<file path="config.mk">
export PLATFORM = sky130hd
export DESIGN_NAME = sos_cascade_fg_prog_seq
export DESIGN_NICKNAME = d
export VERILOG_FILES = /design/src/rtl/sos_cascade_fg_prog_seq.sv
export SDC_FILE = /design/constraint.sdc
export NUM_CORES = 1
export LEC_CHECK = 0
export CAP_MARGIN = 20
export CORE_MARGIN = 1.5
export CORE_UTILIZATION = 40
export DETAILED_ROUTE_END_ITERATION = 12
export PLACE_DENSITY = 0.71
export SETUP_SLACK_MARGIN = 0.05
export SLEW_MARGIN = 30
export SYNTH_ARGS = -nofsm -noshare
export SYNTH_HDL_FRONTEND = slang
export SYNTH_SLANG_ARGS = --single-unit
</file>
<file path="constraint.sdc">
create_clock -name clk -period 2.65 [get_ports clk]
set_clock_uncertainty 0.15 [all_clocks]
set_input_delay 0.3975 -clock clk [delete_from_list [all_inputs] [get_ports clk]]
set_output_delay 0.3975 -clock clk [all_outputs]
set_load 0.02 [all_outputs]
</file>
<file path="src/rtl/sos_cascade_fg_prog_seq.sv">
// Closed-loop floating-gate programming sequencer for a cascade of SOS sections.
// It selects each bias cell, fires bursts of injection pulses, and measures the cell until it reaches its target.
module sos_cascade_fg_prog_seq #(
  parameter int NUM_STAGES      = 5,
  parameter int NUM_CELLS       = 4 * NUM_STAGES,
  parameter int AW              = $clog2(NUM_CELLS),
  parameter int MW              = 12,
  parameter int PULSE_CYC       = 16,
  parameter int SETTLE_CYC      = 4,
  parameter int PULSES_PER_MEAS = 4,
  parameter int MAX_PULSES      = 256
) (
  input  logic          clk,
  input  logic          rst_n,
  input  logic          cmd_valid,
  output logic          cmd_ready,
  input  logic          cmd_sweep,
  input  logic [AW-1:0] cmd_addr,
  input  logic [MW-1:0] cmd_target,
  output logic [AW-1:0] dec_addr,
  output logic          drain_sel,
  output logic          vsel_n,
  output logic          inj_pulse,
  output logic          meas_req,
  input  logic          meas_ack,
  input  logic [MW-1:0] meas_data,
  output logic          busy,
  output logic          done,
  output logic [1:0]    status,
  output logic [AW:0]   cells_done
);

  localparam int MAXC = (PULSE_CYC > SETTLE_CYC) ? PULSE_CYC : SETTLE_CYC;
  localparam int CW   = $clog2(MAXC + 1);
  localparam int PW   = $clog2(MAX_PULSES + PULSES_PER_MEAS + 1);
  localparam int BW   = $clog2(PULSES_PER_MEAS + 1);

  typedef enum logic [2:0] {
    S_IDLE, S_SELECT, S_PULSE, S_GAP, S_MEAS, S_CHECK, S_NEXT, S_DONE
  } state_t;

  state_t        state;
  logic          sweep;
  logic [MW-1:0] target;
  logic [MW-1:0] meas_val;
  logic [CW-1:0] cyc_cnt;
  logic [PW-1:0] pulse_cnt;
  logic [BW-1:0] burst_cnt;
  logic          timeout;

  assign busy = ~cmd_ready;

  // The async reset clears every select and pulse output, so a reset never stretches an injection pulse.
  always_ff @(posedge clk or negedge rst_n) begin
    if (!rst_n) begin
      state      <= S_IDLE;
      cmd_ready  <= 1'b1;
      dec_addr   <= '0;
      drain_sel  <= 1'b0;
      vsel_n     <= 1'b1;
      inj_pulse  <= 1'b0;
      meas_req   <= 1'b0;
      done       <= 1'b0;
      status     <= 2'b00;
      cells_done <= '0;
      sweep      <= 1'b0;
      target     <= '0;
      meas_val   <= '0;
      cyc_cnt    <= '0;
      pulse_cnt  <= '0;
      burst_cnt  <= '0;
      timeout    <= 1'b0;
    end else begin
      done <= 1'b0;
      case (state)
        S_IDLE: begin
          if (cmd_valid) begin
            sweep      <= cmd_sweep;
            target     <= cmd_target;
            status     <= 2'b00;
            cells_done <= '0;
            timeout    <= 1'b0;
            pulse_cnt  <= '0;
            burst_cnt  <= '0;
            cyc_cnt    <= '0;
            cmd_ready  <= 1'b0;
            if ({1'b0, cmd_addr} >= (AW+1)'(NUM_CELLS)) begin
              status <= 2'b10;
              done   <= 1'b1;
              state  <= S_DONE;
            end else begin
              dec_addr  <= cmd_addr;
              drain_sel <= 1'b1;
              vsel_n    <= 1'b0;
              state     <= S_SELECT;
            end
          end
        end
        S_SELECT: begin
          if (cyc_cnt == CW'(SETTLE_CYC - 1)) begin
            cyc_cnt   <= '0;
            inj_pulse <= 1'b1;
            pulse_cnt <= pulse_cnt + PW'(1);
            burst_cnt <= burst_cnt + BW'(1);
            state     <= S_PULSE;
          end else begin
            cyc_cnt <= cyc_cnt + CW'(1);
          end
        end
        S_PULSE: begin
          if (cyc_cnt == CW'(PULSE_CYC - 1)) begin
            cyc_cnt   <= '0;
            inj_pulse <= 1'b0;
            state     <= S_GAP;
          end else begin
            cyc_cnt <= cyc_cnt + CW'(1);
          end
        end
        S_GAP: begin
          if (cyc_cnt == CW'(SETTLE_CYC - 1)) begin
            cyc_cnt <= '0;
            if (burst_cnt == BW'(PULSES_PER_MEAS)) begin
              burst_cnt <= '0;
              meas_req  <= 1'b1;
              state     <= S_MEAS;
            end else begin
              inj_pulse <= 1'b1;
              pulse_cnt <= pulse_cnt + PW'(1);
              burst_cnt <= burst_cnt + BW'(1);
              state     <= S_PULSE;
            end
          end else begin
            cyc_cnt <= cyc_cnt + CW'(1);
          end
        end
        S_MEAS: begin
          if (meas_ack) begin
            meas_val <= meas_data;
            meas_req <= 1'b0;
            state    <= S_CHECK;
          end
        end
        S_CHECK: begin
          // A cell that reached its target counts as ok even if it also used its whole pulse budget.
          if (meas_val >= target || pulse_cnt >= PW'(MAX_PULSES)) begin
            if (meas_val < target) timeout <= 1'b1;
            drain_sel  <= 1'b0;
            vsel_n     <= 1'b1;
            cells_done <= cells_done + (AW+1)'(1);
            state      <= S_NEXT;
          end else begin
            inj_pulse <= 1'b1;
            pulse_cnt <= pulse_cnt + PW'(1);
            burst_cnt <= burst_cnt + BW'(1);
            state     <= S_PULSE;
          end
        end
        S_NEXT: begin
          if (sweep && dec_addr < AW'(NUM_CELLS - 1)) begin
            dec_addr  <= dec_addr + AW'(1);
            pulse_cnt <= '0;
            burst_cnt <= '0;
            cyc_cnt   <= '0;
            drain_sel <= 1'b1;
            vsel_n    <= 1'b0;
            state     <= S_SELECT;
          end else begin
            done   <= 1'b1;
            status <= {1'b0, timeout};
            state  <= S_DONE;
          end
        end
        S_DONE: begin
          cmd_ready <= 1'b1;
          state     <= S_IDLE;
        end
        default: state <= S_IDLE;
      endcase
    end
  end

endmodule

</file>
==> metrics.txt, run 1 <==
# TYPE chip_impl_metric gauge
chip_impl_metric{name="grt_overflow",unit=""} 0
chip_impl_metric{name="clkSinkCount",unit=""} 65
chip_impl_metric{name="cts-resized-gates",unit=""} 0
chip_impl_info{name="worst_path_most_repeated_cell",value="nand2_1"} 1
chip_impl_metric{name="boundaryPins",unit=""} 54
chip_impl_metric{name="detailed_route_iter0_violations",unit=""} 180
chip_impl_info{name="final_cell_mix",value="63 x dfrtp_1, 52 x clkdlybuf4s50_1, 51 x nand2_1"} 1
chip_impl_metric{name="clk_latency",unit="ns"} 0.34
chip_impl_metric{name="ys_types",unit=""} 44
chip_impl_metric{name="postRouteWirelength",unit="um"} 7570
chip_impl_metric{name="final_antenna_net_count",unit=""} 0
chip_impl_metric{name="holdWs",unit="ns"} 0.338
chip_impl_metric{name="dieWidth",unit="um"} 96.1
chip_impl_metric{name="critPathRequiredTime",unit="ns"} 2.71
chip_impl_metric{name="postSynthAreaPerCell",unit="um^2"} 9.35
chip_impl_info{name="grt_setup_unrepaired",value="no"} 1
chip_impl_metric{name="finalHoldViolCount",unit=""} 0
chip_impl_metric{name="instances_no_fill",unit=""} 545
chip_impl_metric{name="drive_gt1_share",unit="%"} 12.7
chip_impl_info{name="crit_slowest_cell",value="or4b_4"} 1
chip_impl_metric{name="routed_via_density",unit=""} 5.33
chip_impl_metric{name="final_min_period_over_clock_period",unit="%"} 90.5
chip_impl_info{name="worst_setup_path_end_kind",value="register"} 1
chip_impl_metric{name="areaGrowthSynthToFinish",unit="%"} 28.3
chip_impl_metric{name="final_area",unit="um^2"} 4450
chip_impl_metric{name="htree_levels",unit=""} 3
chip_impl_metric{name="slew-limit-headroom",unit="%"} 65.0
chip_impl_metric{name="port_buffers",unit=""} 53
chip_impl_metric{name="ctsLongestPathBuffers",unit=""} 2
chip_impl_info{name="crit_path_start_kind",value="register"} 1
chip_impl_metric{name="synthesis.nets",unit=""} 425
chip_impl_metric{name="tritoncts.num_buffers",unit=""} 9
chip_impl_metric{name="worst_ir_drop_vdd",unit="V"} 0.000502
chip_impl_metric{name="synth-seq-area-share",unit="%"} 47.0
chip_impl_metric{name="shortest_clock_period_the_worst_path_allows_after_layout",unit="ns"} 2.40
chip_impl_metric{name="worstPathBufferInverterCount",unit=""} 0
chip_impl_metric{name="vias_in_the_first_global_route",unit=""} 2736
chip_impl_metric{name="grt_use_total",unit="%"} 18.0
chip_impl_metric{name="post-place-cells",unit=""} 528
chip_impl_metric{name="design.final.nets",unit=""} 489
chip_impl_metric{name="initial_core_util",unit="%"} 41.8
chip_impl_metric{name="yosys_warnings",unit=""} 0
chip_impl_metric{name="worst_path_largest_cell_delay",unit="ns"} 0.48
chip_impl_metric{name="die_area",unit="um^2"} 9240
chip_impl_metric{name="max_clock_freq",unit="MHz"} 417
chip_impl_metric{name="final_count_of_pins_violating_max_slew",unit=""} 0
chip_impl_metric{name="first_pass_iteration_count_of_the_detailed_router",unit=""} 4
chip_impl_metric{name="gp_congestion",unit=""} 0.805
chip_impl_metric{name="fp-row-count",unit=""} 33
chip_impl_metric{name="power.leakage",unit="nW"} 1.99
chip_impl_metric{name="crit_fanout",unit=""} 8
chip_impl_metric{name="antenna_violations_before_repair",unit=""} 0
chip_impl_metric{name="drc",unit=""} 0
chip_impl_metric{name="cap_violations",unit=""} 0
chip_impl_info{name="critical_path.cell_chain",value="ha_1, or4b_4, nand3_2, nand2_1, o21ai_0, nand2_1, o311ai_0, o31ai_1"} 1
chip_impl_metric{name="setup-tns-final",unit="ns"} 0
chip_impl_metric{name="worst_ep_arrival_time",unit="ns"} 2.46
chip_impl_metric{name="worst-slew-pin-transition",unit="ns"} 0.525
chip_impl_metric{name="grt_first_pass_wirelength",unit="um"} 12700
chip_impl_metric{name="synth_area",unit="um^2"} 3470
chip_impl_metric{name="power_density",unit="nW/um^2"} 1160
chip_impl_metric{name="yosys_register_bits",unit=""} 65
chip_impl_info{name="timing.hold.worst.class",value="register to register"} 1
chip_impl_info{name="clockRootBuffer",value="clkbuf_8"} 1
chip_impl_info{name="layout.cells.most_common",value="dfrtp_1"} 1
chip_impl_metric{name="die_y",unit="um"} 96.1
chip_impl_metric{name="coreArea",unit="um^2"} 8300
chip_impl_info{name="clock_tree_from_tritoncts",value="built"} 1
chip_impl_metric{name="dr_total_vias",unit=""} 2906
chip_impl_metric{name="setup_viol_count_final",unit=""} 0
chip_impl_info{name="run_status",value="completed"} 1
chip_impl_info{name="path_class",value="register to register"} 1
chip_impl_metric{name="pin_count_of_the_biggest_net_entering_global_routing",unit=""} 45
chip_impl_metric{name="antenna_fix_cells",unit=""} 0
chip_impl_metric{name="placed_area",unit="um^2"} 4180
chip_impl_metric{name="post_drt_wl_per_cell",unit="um"} 13.9
chip_impl_metric{name="detailed_place_hpwl",unit="um"} 5480
chip_impl_info{name="cpLargestDelayFamily",value="simple AND/OR/NAND/NOR gates"} 1
chip_impl_metric{name="clock_transition_at_the_register_clock_pins_on_the_worst_setup_and_hold_paths_after_cts",unit="ns"} 0.07
chip_impl_metric{name="synthCells",unit=""} 371
==> sequential cells by signal, indices dropped and copies added, names as in the netlist <==
name / count
timeout: 1
meas_req: 1
pulse_cnt: 9
cyc_cnt: 5
meas_val: 12
inj_pulse: 1
dec_addr: 5
target: 12
cmd_ready: 1
burst_cnt: 3
cells_done: 6
sweep: 1
state: 3
vsel_n: 1
drain_sel: 1
status: 2
done: 1
==> path summary, 6_finish.rpt <==
kind	startpoint	end	slack, ns	depth (start not counted)
max reg2reg	cyc_cnt[0]$_DFFE_PN0P_	pulse_cnt[6]$_DFFE_PN0P_	0.25	8
min	target[0]$_DFFE_PN0P_	target[0]$_DFFE_PN0P_	0.34	2
max	cyc_cnt[0]$_DFFE_PN0P_	pulse_cnt[6]$_DFFE_PN0P_	0.25	8
min in group asynchronous	rst_n	done$_DFF_PN0_	0.41	2
min reg2reg	target[0]$_DFFE_PN0P_	target[0]$_DFFE_PN0P_	0.34	2
max in group asynchronous	rst_n	vsel_n$_DFFE_PN1P_	1.28	3
==> cells by family (layout without fill, tap and decap cells) <==
| group | count (synthesis) | after routing | synth area share [%] |
|---|---|---|---|
| buffers and inverters | 39 | 108 | 4.65 |
| adder cells (fa/ha/maj) | 20 | 20 | 7.21 |
| flip-flops | 65 | 65 | 47.0 |
| AO/OA/AOI/OAI | 101 | 101 | 18.2 |
| multiplexers | 19 | 19 | 5.91 |
| AND/OR/NAND/NOR | 127 | 127 | 17.1 |
==> power by group <==
part,switching (mW),leakage (nW),internal [mW]
registers,0.288,0.820,1.39
logic,1.35,1.04,1.05
clock network,0.387,0.129,0.702
==> metrics by stage <==
step	setup slack [ns]	total power, mW	util, %
after floorplan	0.279	3.29	-
after global placement	0.293	4.03	50.4
after detailed placement	0.180	4.09	50.4
after CTS	0.180	5.21	53.6
after global routing	0.0525	5.61	53.6
final	0.251	5.18	53.6
==> metal layers <==
layer  global-route usage [%]  wire, um  vias up
met5                        0         0        -
met4                     6.99       106        0
met3                     4.27       374       10
met2                     28.9      3650       75
met1                     23.3      3450     1383
li1                         -         -     1438
==> cells in the mapped netlist, drive strengths merged <==
master | instances | share of area, %
a211oi | 4 | 1.2
a21bo | 1 | 0.29
a21o | 1 | 0.22
a21oi | 24 | 3.6
a221o | 1 | 0.29
a2bb2oi | 1 | 0.43
a31oi | 5 | 0.90
and2 | 2 | 0.36
and3 | 4 | 0.72
and4 | 3 | 0.76
buf | 5 | 0.97
clkbuf | 9 | 0.97
dfrtp | 63 | 45
dfstp | 2 | 1.5
ha | 20 | 7.2
inv | 25 | 2.7
mux2 | 12 | 3.9
mux2i | 7 | 2.0
nand2 | 52 | 5.7
nand2b | 6 | 1.1
nand3 | 15 | 2.3
nand3b | 1 | 0.22
nand4 | 3 | 0.54
nor2 | 31 | 3.4
nor2b | 2 | 0.36
nor3 | 3 | 0.43
o211ai | 1 | 0.36
o21a | 1 | 0.22
o21ai | 42 | 6.1
o311ai | 2 | 0.50
o31a | 1 | 0.29
o31ai | 15 | 3.2
o32a | 2 | 0.58
or2 | 1 | 0.18
or3 | 3 | 0.69
or4b | 1 | 0.40
==> tightest hold or removal path, delay by kind of cell (launching register included) <==
family,cells,cell delay (ns)
flip-flops,1,0.35
AND/OR/NAND/NOR,2,0.11
==> cell type report <==
cell class	instances	area (um^2)
repair buffers	67	646
multi-input cells	267	1690
clock buffers	12	165
flip-flops and latches	65	1630
inverters	25	93.8
clock inverters	4	97.6
fillers	698	3850
well taps	105	131
==> timing repair <==
item                                    in CTS  in global routing
endpoints found under the setup margin       0                  6
hold buffers                                 1                  0
hold endpoints to repair                    20                  0
setup buffers                                0                  0
Note: power is estimated with default switching activity, not from simulation.
==> inputs of run 2 (changes only) <==
--- a/config.mk
+++ b/config.mk
@@ -11,7 +11,6 @@
 export DETAILED_ROUTE_END_ITERATION = 12
 export PLACE_DENSITY = 0.71
 export SETUP_SLACK_MARGIN = 0.05
-export SLEW_MARGIN = 30
 export SYNTH_ARGS = -nofsm -noshare
 export SYNTH_HDL_FRONTEND = slang
 export SYNTH_SLANG_ARGS = --single-unit
==> results of run 2 <==
No change in the layout: final DEF, timing and power equal those of run 1.
